[src/rtl/motion_nav_ctrl.sv]
// Drive motion controller: sensor sync/debounce, direction pair select,
// and drive/turn/halt sequencing with registered motor and LED outputs.
module motion_nav_ctrl #(
    parameter int DEB_CYCLES  = 4,
    parameter int TURN_CYCLES = 16,
    parameter int STOP_CYCLES = 8
) (
    input  logic       clk,
    input  logic       rst_n,
    input  logic       run,
    input  logic       dir_fwd,
    input  logic       rfs,
    input  logic       lfs,
    input  logic       rrs,
    input  logic       lrs,
    output logic       motor_l_en,
    output logic       motor_r_en,
    output logic       motor_l_rev,
    output logic       motor_r_rev,
    output logic [7:0] leds,
    output logic       blocked
);

    typedef enum logic [2:0] {
        IDLE,
        DRIVE,
        TURN_L,
        TURN_R,
        HALT
    } state_t;

    localparam logic [7:0]  DEB_LAST = 8'(DEB_CYCLES - 1);
    localparam logic [15:0] TURN_LD  = 16'(TURN_CYCLES - 1);
    localparam logic [15:0] STOP_LD  = 16'(STOP_CYCLES - 1);

    // Sensor vectors are ordered {rfs, lfs, rrs, lrs}
    logic [3:0] s1;
    logic [3:0] s2;
    logic [3:0] db;
    logic [7:0] cnt [4];

    state_t      state;
    state_t      ns;
    state_t      dec;
    logic        dir_lat;
    logic        nd;
    logic        armed;
    logic        na;
    logic [15:0] timer;
    logic [15:0] nt;
    logic        pr;
    logic        pl;
    logic        l_en;
    logic        r_en;

    always_ff @(posedge clk or negedge rst_n) begin
        if (!rst_n) begin
            s1 <= '0;
            s2 <= '0;
            db <= '0;
            for (int i = 0; i < 4; i++) cnt[i] <= '0;
        end else begin
            s1 <= {rfs, lfs, rrs, lrs};
            s2 <= s1;
            for (int i = 0; i < 4; i++) begin
                if (s2[i] == db[i]) begin
                    cnt[i] <= '0;
                end else if (cnt[i] == DEB_LAST) begin
                    db[i]  <= s2[i];
                    cnt[i] <= '0;
                end else begin
                    cnt[i] <= cnt[i] + 8'd1;
                end
            end
        end
    end

    assign pr = dir_lat ? db[3] : db[1];
    assign pl = dir_lat ? db[2] : db[0];

    always_comb begin
        dec = HALT;
        unique case ({pr, pl})
            2'b00:   dec = DRIVE;
            2'b10:   dec = TURN_L;
            2'b01:   dec = TURN_R;
            default: dec = HALT;
        endcase
    end

    function automatic logic [15:0] load(input state_t s);
        unique case (s)
            TURN_L, TURN_R: load = TURN_LD;
            HALT:           load = STOP_LD;
            default:        load = '0;
        endcase
    endfunction

    always_comb begin
        ns = state;
        nd = dir_lat;
        na = armed;
        nt = timer;
        if (!run) begin
            ns = IDLE;
            na = 1'b0;
        end else if (state != IDLE && dir_fwd != dir_lat) begin
            // Reversal always passes through a timed halt on the new pair
            ns = HALT;
            nd = dir_fwd;
            nt = STOP_LD;
        end else begin
            unique case (state)
                IDLE: begin
                    if (!armed) begin
                        nd = dir_fwd;
                        na = 1'b1;
                    end else begin
                        ns = dec;
                        na = 1'b0;
                        nt = load(dec);
                    end
                end
                DRIVE: begin
                    ns = dec;
                    nt = load(dec);
                end
                TURN_L, TURN_R, HALT: begin
                    if (timer == '0) begin
                        ns = dec;
                        nt = load(dec);
                    end else begin
                        nt = timer - 16'd1;
                    end
                end
                default: ns = IDLE;
            endcase
        end
    end

    assign l_en = (ns == DRIVE) || (ns == TURN_R);
    assign r_en = (ns == DRIVE) || (ns == TURN_L);

    always_ff @(posedge clk or negedge rst_n) begin
        if (!rst_n) begin
            state       <= IDLE;
            dir_lat     <= 1'b1;
            armed       <= 1'b0;
            timer       <= '0;
            motor_l_en  <= 1'b0;
            motor_r_en  <= 1'b0;
            motor_l_rev <= 1'b0;
            motor_r_rev <= 1'b0;
            leds        <= 8'h00;
            blocked     <= 1'b0;
        end else begin
            state       <= ns;
            dir_lat     <= nd;
            armed       <= na;
            timer       <= nt;
            motor_l_en  <= l_en;
            motor_r_en  <= r_en;
            motor_l_rev <= l_en & ~nd;
            motor_r_rev <= r_en & ~nd;
            blocked     <= (ns == HALT);
            unique case (ns)
                DRIVE:   leds <= 8'hFF;
                TURN_L:  leds <= 8'hF0;
                TURN_R:  leds <= 8'h0F;
                HALT:    leds <= 8'h81;
                default: leds <= 8'h00;
            endcase
        end
    end

endmodule

[config.mk]
export PLATFORM = sky130hd
export DESIGN_NAME = motion_nav_ctrl
export DESIGN_NICKNAME = d
export VERILOG_FILES = /design/src/rtl/motion_nav_ctrl.sv
export SDC_FILE = /design/constraint.sdc
export NUM_CORES = 1
export LEC_CHECK = 0
export ABC_CLOCK_PERIOD_IN_PS = 4700
export BUFFER_PORTS_ARGS = -buffer_cell sky130_fd_sc_hd__buf_2
export CAP_MARGIN = 20
export CORE_ASPECT_RATIO = 0.9
export CORE_MARGIN = 8
export CORE_UTILIZATION = 55
export DETAILED_ROUTE_END_ITERATION = 8
export PLACE_DENSITY = 0.73
export SYNTH_ARGS = -nofsm -noshare
export SYNTH_HDL_FRONTEND = slang
export SYNTH_SLANG_ARGS = --single-unit
export TNS_END_PERCENT = 20
[constraint.sdc]
create_clock -name clk -period 4.7 [get_ports clk]
set_clock_uncertainty 0.2 [all_clocks]
set_input_delay 1.41 -clock clk [delete_from_list [all_inputs] [get_ports clk]]
set_output_delay 1.41 -clock clk [all_outputs]
set_load 0.1 [all_outputs]
==> Word level (Yosys, flattened, before mapping) <==
Cells that the tools add are included.
{ "classes": {"n_addsub": 5, "n_eq_ne": 25, "muxes": 30, "bitwise_logic": 7, "n_reduce_logical": 16} }
{ "ops": {"columns": ["operator", "n"], "rows": [
  ["$mux W8", 8],
  ["$mux W16", 3],
  ["$pmux W16 S3", 1],
  ["$add A8 B1 Y8 const B", 4],
  ["$eq A8 B2 Y1 const B", 4],
  ["$pmux W8 S4", 1],
  ["$eq A3 B2 Y1 const B", 6],
  ["$pmux W3 S3", 2],
  ["$logic_not A16 Y1", 1],
  ["$sub A16 B1 Y16 const B", 1],
  ["$mux W3", 4],
  ["$mux W1", 10],
  ["$reduce_and A2 Y1", 5],
  ["$eq A3 B3 Y1 const B", 3],
  ["$pmux W4 S2", 1],
  ["$eq A3 B1 Y1 const B", 2],
  ["$not A1 Y1", 5],
  ["$eq A1 B1 Y1", 4],
  ["$reduce_bool A4 Y1", 1],
  ["$logic_not A3 Y1", 1],
  ["$ne A3 B3 Y1 const B", 1],
  ["$reduce_and A3 Y1", 1],
  ["$reduce_bool A3 Y1", 1],
  ["$reduce_or A3 Y1", 1],
  ["10 further kinds", 12]
]} }
{ "word_totals": {"ff_bits": 78, "out_inout_bits": 13} }

==> Logic depth before layout (Yosys ltp) <==
{ "depth": {"word_depth": 10, "ltp_mapped": 10, "depth_no_buf": 9} }

==> Worst setup path before layout <==
Ideal clock, no wire load.
{ "synth_timing": {"path_kind": "input to register", "from": "input dir_fwd", "to": "register timer[14]", "setup_time_ps": 69, "arrival_ps": 2932, "required_ps": 4431, "setup_slack_ps": 1500, "cell_stages": 7, "path_buffers": 1, "path_cell_list": "xor2_1 > maj3_1 > nand3b_4 > or2_1 > buf_4 > or3_1 > nand3_1"} }
{ "synth_via": {"elab_chain_len": 4, "word_cells_on_any_way": 6, "cone_classes": "2 x eq/ne; 1 x mux; 3 x reduce/logical"} }
{ "synth_lines": {"columns": ["element", "line_no", "text"], "rows": [
  ["start, declared", "11", "input logic dir_fwd,"],
  ["$ne A1 B1 Y1 *", "107", "end else if (state != IDLE && dir_fwd != dir_lat) begin"],
  ["$logic_and A1 B1 Y1 *", "107", null],
  ["$ne A3 B3 Y1 (no source line) / $reduce_bool A4 Y1 (equally long branches)", null, null],
  ["$reduce_and A3 Y1 (no source line)", null, null],
  ["end signal, assigned", "160", "timer <= nt;"],
  ["end, declared", "49", "logic [15:0] timer;"]
]} }
Mark *: on every way between the ends. The rest lies on a longest branch, timed or not.
A chain may end at the register's enable or synchronous reset.

==> Final worst setup path <==
Same ends and word-level chain as after synthesis.

==> summary.md <==
| Metric | Value |
|---|---|
| Outcome | `finished, final reports clean` |
| CTS H-tree depth | `3` |
| Register Area | `1850 µm²` |
| Worst path slowest cell | `maj3_1` |
| Fmax | `326 MHz` |
| Synth unique cells | `48` |
| Critical path class | `primary input to flop` |
| Initial Util | `56.8%` |
| HP Start | `s1[2]$_DFF_PN0_` |
| Antenna fix cells | `0` |
| Total Die Area | `9120 µm²` |
| Max Slew Vio Count | `0` |
| Num rows | `27` |
| R2R depth | `8` |
| Resize count post-CTS | `0` |
| Final setup fails | `0` |
| Share of cells above drive strength 1 | `14.0%` |
| DP Wirelength | `4180 µm` |
| Initial DRC Count | `118` |
| PortBufs | `20` |
| Hold buffers post-CTS | `0` |
| Final period utilization | `65.2%` |
| Worst min path class | `flop to flop` |
| Pin count of the biggest net entering global routing | `75` |
| Vias per Instance | `5.30` |
| Startpoint types | `primary input` |
| Worst slew margin | `41.5%` |
| Worst-Margin Slew | `0.878 ns` |
| WL final | `6050 µm` |
| Max Cap Viol | `0` |
| Clock root cell | `clkbuf_8` |
| Synth Cell Area | `3480 µm²` |
| Final min period | `3.06 ns` |
| Initial DRT Pass Iterations | `4` |
| Setup TNS | `0 ns` |
| I/O Pins | `21` |
| Worst R2R Start | `timer[0]$_DFFE_PN0P_` |
| Overflow after GRT | `0` |
| Setup ws final | `1.64 ns` |
| Worst EP required | `4.79 ns` |
| Async SR Flop Fraction | `100%` |
| Syn_area_per_cell | `10.6 µm²` |
| DRC errors left | `0` |
| Num Clock Sinks | `74` |
| Die width | `99.8 µm` |
| Yosys warns | `0` |
| Multi-input gate area | `1540 µm²` |
| Antenna Nets Post-Route | `0` |
| P_leak | `0.00188 µW` |
| Layout area overhead | `11.3%` |
| CP Max Fanout | `7` |
| Final Util | `63.2%` |
| Total number of vias | `2,351` |
| Reg clk slew, reported paths | `0.07 ns` |
| Drt wl/cell | `13.6 µm` |
| Die Ht | `91.4 µm` |
| RSZ-0062 raised after global routing | `false` |
| Fill cells | `499` |
| R2r endpoint | `timer[9]$_DFFE_PN0P_` |
| Final Hold Fails | `0` |
| Synth Register Bits | `74` |
| Number of flops mapped to enable cells by yosys | `0` |
| TritonCTS clock tree | `done` |
| Cell Pwr Density | `637 nW/µm²` |
| Postcts setup bufs | `0` |
| Critical-path cell list | `buf_2 > xor2_1 > maj3_1 > nand3b_4 > or2_1 > or3_1 > nand3_1` |
| DP Worst Slack | `1.29 ns` |
| Number of CTS-inserted buffers | `9` |
| Hold depth | `0` |
| Post-Synthesis Cells | `328` |
| Worst IR drop on VDD | `0.713 mV` |
| Ys flop type | `dfrtp_1` |
| Core area | `6110 µm²` |
| Final #Nets | `368` |
| Antenna violations before repair | `0` |
| Max incr delay on CP | `0.41 ns` |
| Critical Path AT | `3.15 ns` |
| Hold EP | `s2[2]$_DFF_PN0_` |
| Gp weighted congestion | `0.836` |
| Flop-to-flop setup slack | `1.87 ns` |
| Worst setup EP type | `flop` |
| Sequential fraction of the synthesis area | `53.3%` |
| Syn_nets | `344` |
| Longest Clk Path Bufs | `2` |
| Latest clock arrival within the worst-skew pair | `0.35 ns` |
| Vias in the first global route | `2,292` |
| GRT Overall Usage | `14.3%` |
| Global-route wire length before repair | `10,400 µm` |
-- synthesized netlist by cell type (all sizes together) (2+ instances only) --
master  instances  area share (%)
dfrtp          73              53
nor2           51             5.6
nand3          24             3.5
xor2           24             6.0
nand2          19             2.1
o21ai          14             2.2
and3           12             2.2
nor3           10             1.4
inv             9            0.97
xnor2           9             2.3
ha              8             2.9
mux2i           8             2.3
a21oi           6            0.86
buf             6             1.4
mux2            5             1.6
nor4            5             1.3
nor4b           4             1.0
or2             4            0.72
or3             4            0.72
a22o            3            0.76
and2            3            0.54
nor3b           3            0.65
o22ai           3            0.54
or4             3            0.76
nand2b          2            0.36
nor2b           2            0.36
-- sequential cells by signal (all words and copies together) (netlist names) --
register	count
motor_l_rev	1
armed	1
motor_l_en	1
motor_r_en	1
blocked	1
s1	4
s2	4
dir_lat	1
state	3
db	4
motor_r_rev	1
cnt	32
leds	4
timer	16
-- worst max-delay path, delay by kind of cell --
kind	cells	cell delay, ns
buffers and inverters	1	0.11
adders and majority gates	1	0.41
xor gates and xnor gates	1	0.18
and+or+nand+nor	4	1.04
-- metal layers --
| layer | vias up | routed length (µm) | share of wire [%] | global-route usage, % |
|---|---|---|---|---|
| li1 | 1179 | - | - | - |
| met4 | 0 | 87 | 1.4 | 6.17 |
| met1 | 1115 | 2980 | 49 | 18.5 |
| met5 | - | 0 | 0 | 0 |
| met3 | 9 | 303 | 5.0 | 5.26 |
| met2 | 48 | 2680 | 44 | 20.9 |
-- final cells by class --
| type | instances | area share (%) |
|---|---|---|
| clock buffer | 10 | 3.30 |
| clock inverter | 6 | 2.72 |
| inverter | 9 | 0.874 |
| multi-input combinational | 238 | 39.7 |
| sequential | 74 | 47.9 |
| tap | 87 | 2.81 |
| timing repair buffer | 20 | 2.65 |
-- placed cells by master, fill, tap and decap left out, drive strengths merged, types with 5 or more instances in the layout --
cell    netlist  layout
mux2          5       5
mux2i         8       8
ha            8       8
buf           6      20
a21oi         6       6
nand2        19      19
clkbuf        1      10
nand3        24      24
nor4          5       5
nor3         10      10
and3         12      12
xor2         24      24
xnor2         9       9
inv           9       9
o21ai        14      14
nor2         51      51
dfrtp        73      73
-- power breakdown --
part | internal (µW) | leakage [µW] | total (µW) | switching, µW
Clock | 350 | 0.000120 | 578 | 228
Combinational | 312 | 0.000784 | 990 | 678
Sequential | 768 | 0.000976 | 896 | 128
Total | 1430 | 0.00188 | 2460 | 1030
-- per-stage QoR --
| stage | total power [µW] | instance area (µm²) | hold slack (ns) | std cells |
|---|---|---|---|---|
| floorplan | 1720 | 3480 | 0.131 | 328 |
| global placement | 1870 | 3630 | 0.133 | 428 |
| detailed placement | 1900 | 3630 | 0.135 | 428 |
| CTS | 2490 | 3870 | 0.153 | 444 |
| global route | 2620 | 3870 | 0.161 | 444 |
| finish | 2460 | 3870 | 0.149 | 444 |
-- worst max-delay path by stage --
| stage | startpoint | cells past startpoint | endpoint | slack [ns] |
|---|---|---|---|---|
| 4_1_cts | dir_fwd | 7 | timer[14]$_DFFE_PN0P_ | 1.66 |
| 6_report | dir_fwd | 7 | timer[14]$_DFFE_PN0P_ | 1.64 |
| 3_5_place_dp | dir_fwd | 7 | timer[14]$_DFFE_PN0P_ | 1.29 |
| 3_3_place_gp | dir_fwd | 7 | timer[14]$_DFFE_PN0P_ | 1.35 |
| 2_1_floorplan | dir_fwd | 7 | timer[14]$_DFFE_PN0P_ | 1.50 |
| 5_1_grt | dir_fwd | 7 | timer[14]$_DFFE_PN0P_ | 1.59 |
-- cell families after synthesis --
kind of cell | count (synthesis) | synth area share [%]
AO/OA/AOI/OAI | 33 | 6.37
XOR/XNOR | 33 | 8.32
adder cells (fa/ha/maj) | 9 | 3.17
buffers and inverters | 16 | 2.48
flip-flops | 74 | 53.3
multiplexers | 13 | 3.92
AND/OR/NAND/NOR | 150 | 22.4
No activity file was read; power rests on OpenSTA's default activity.
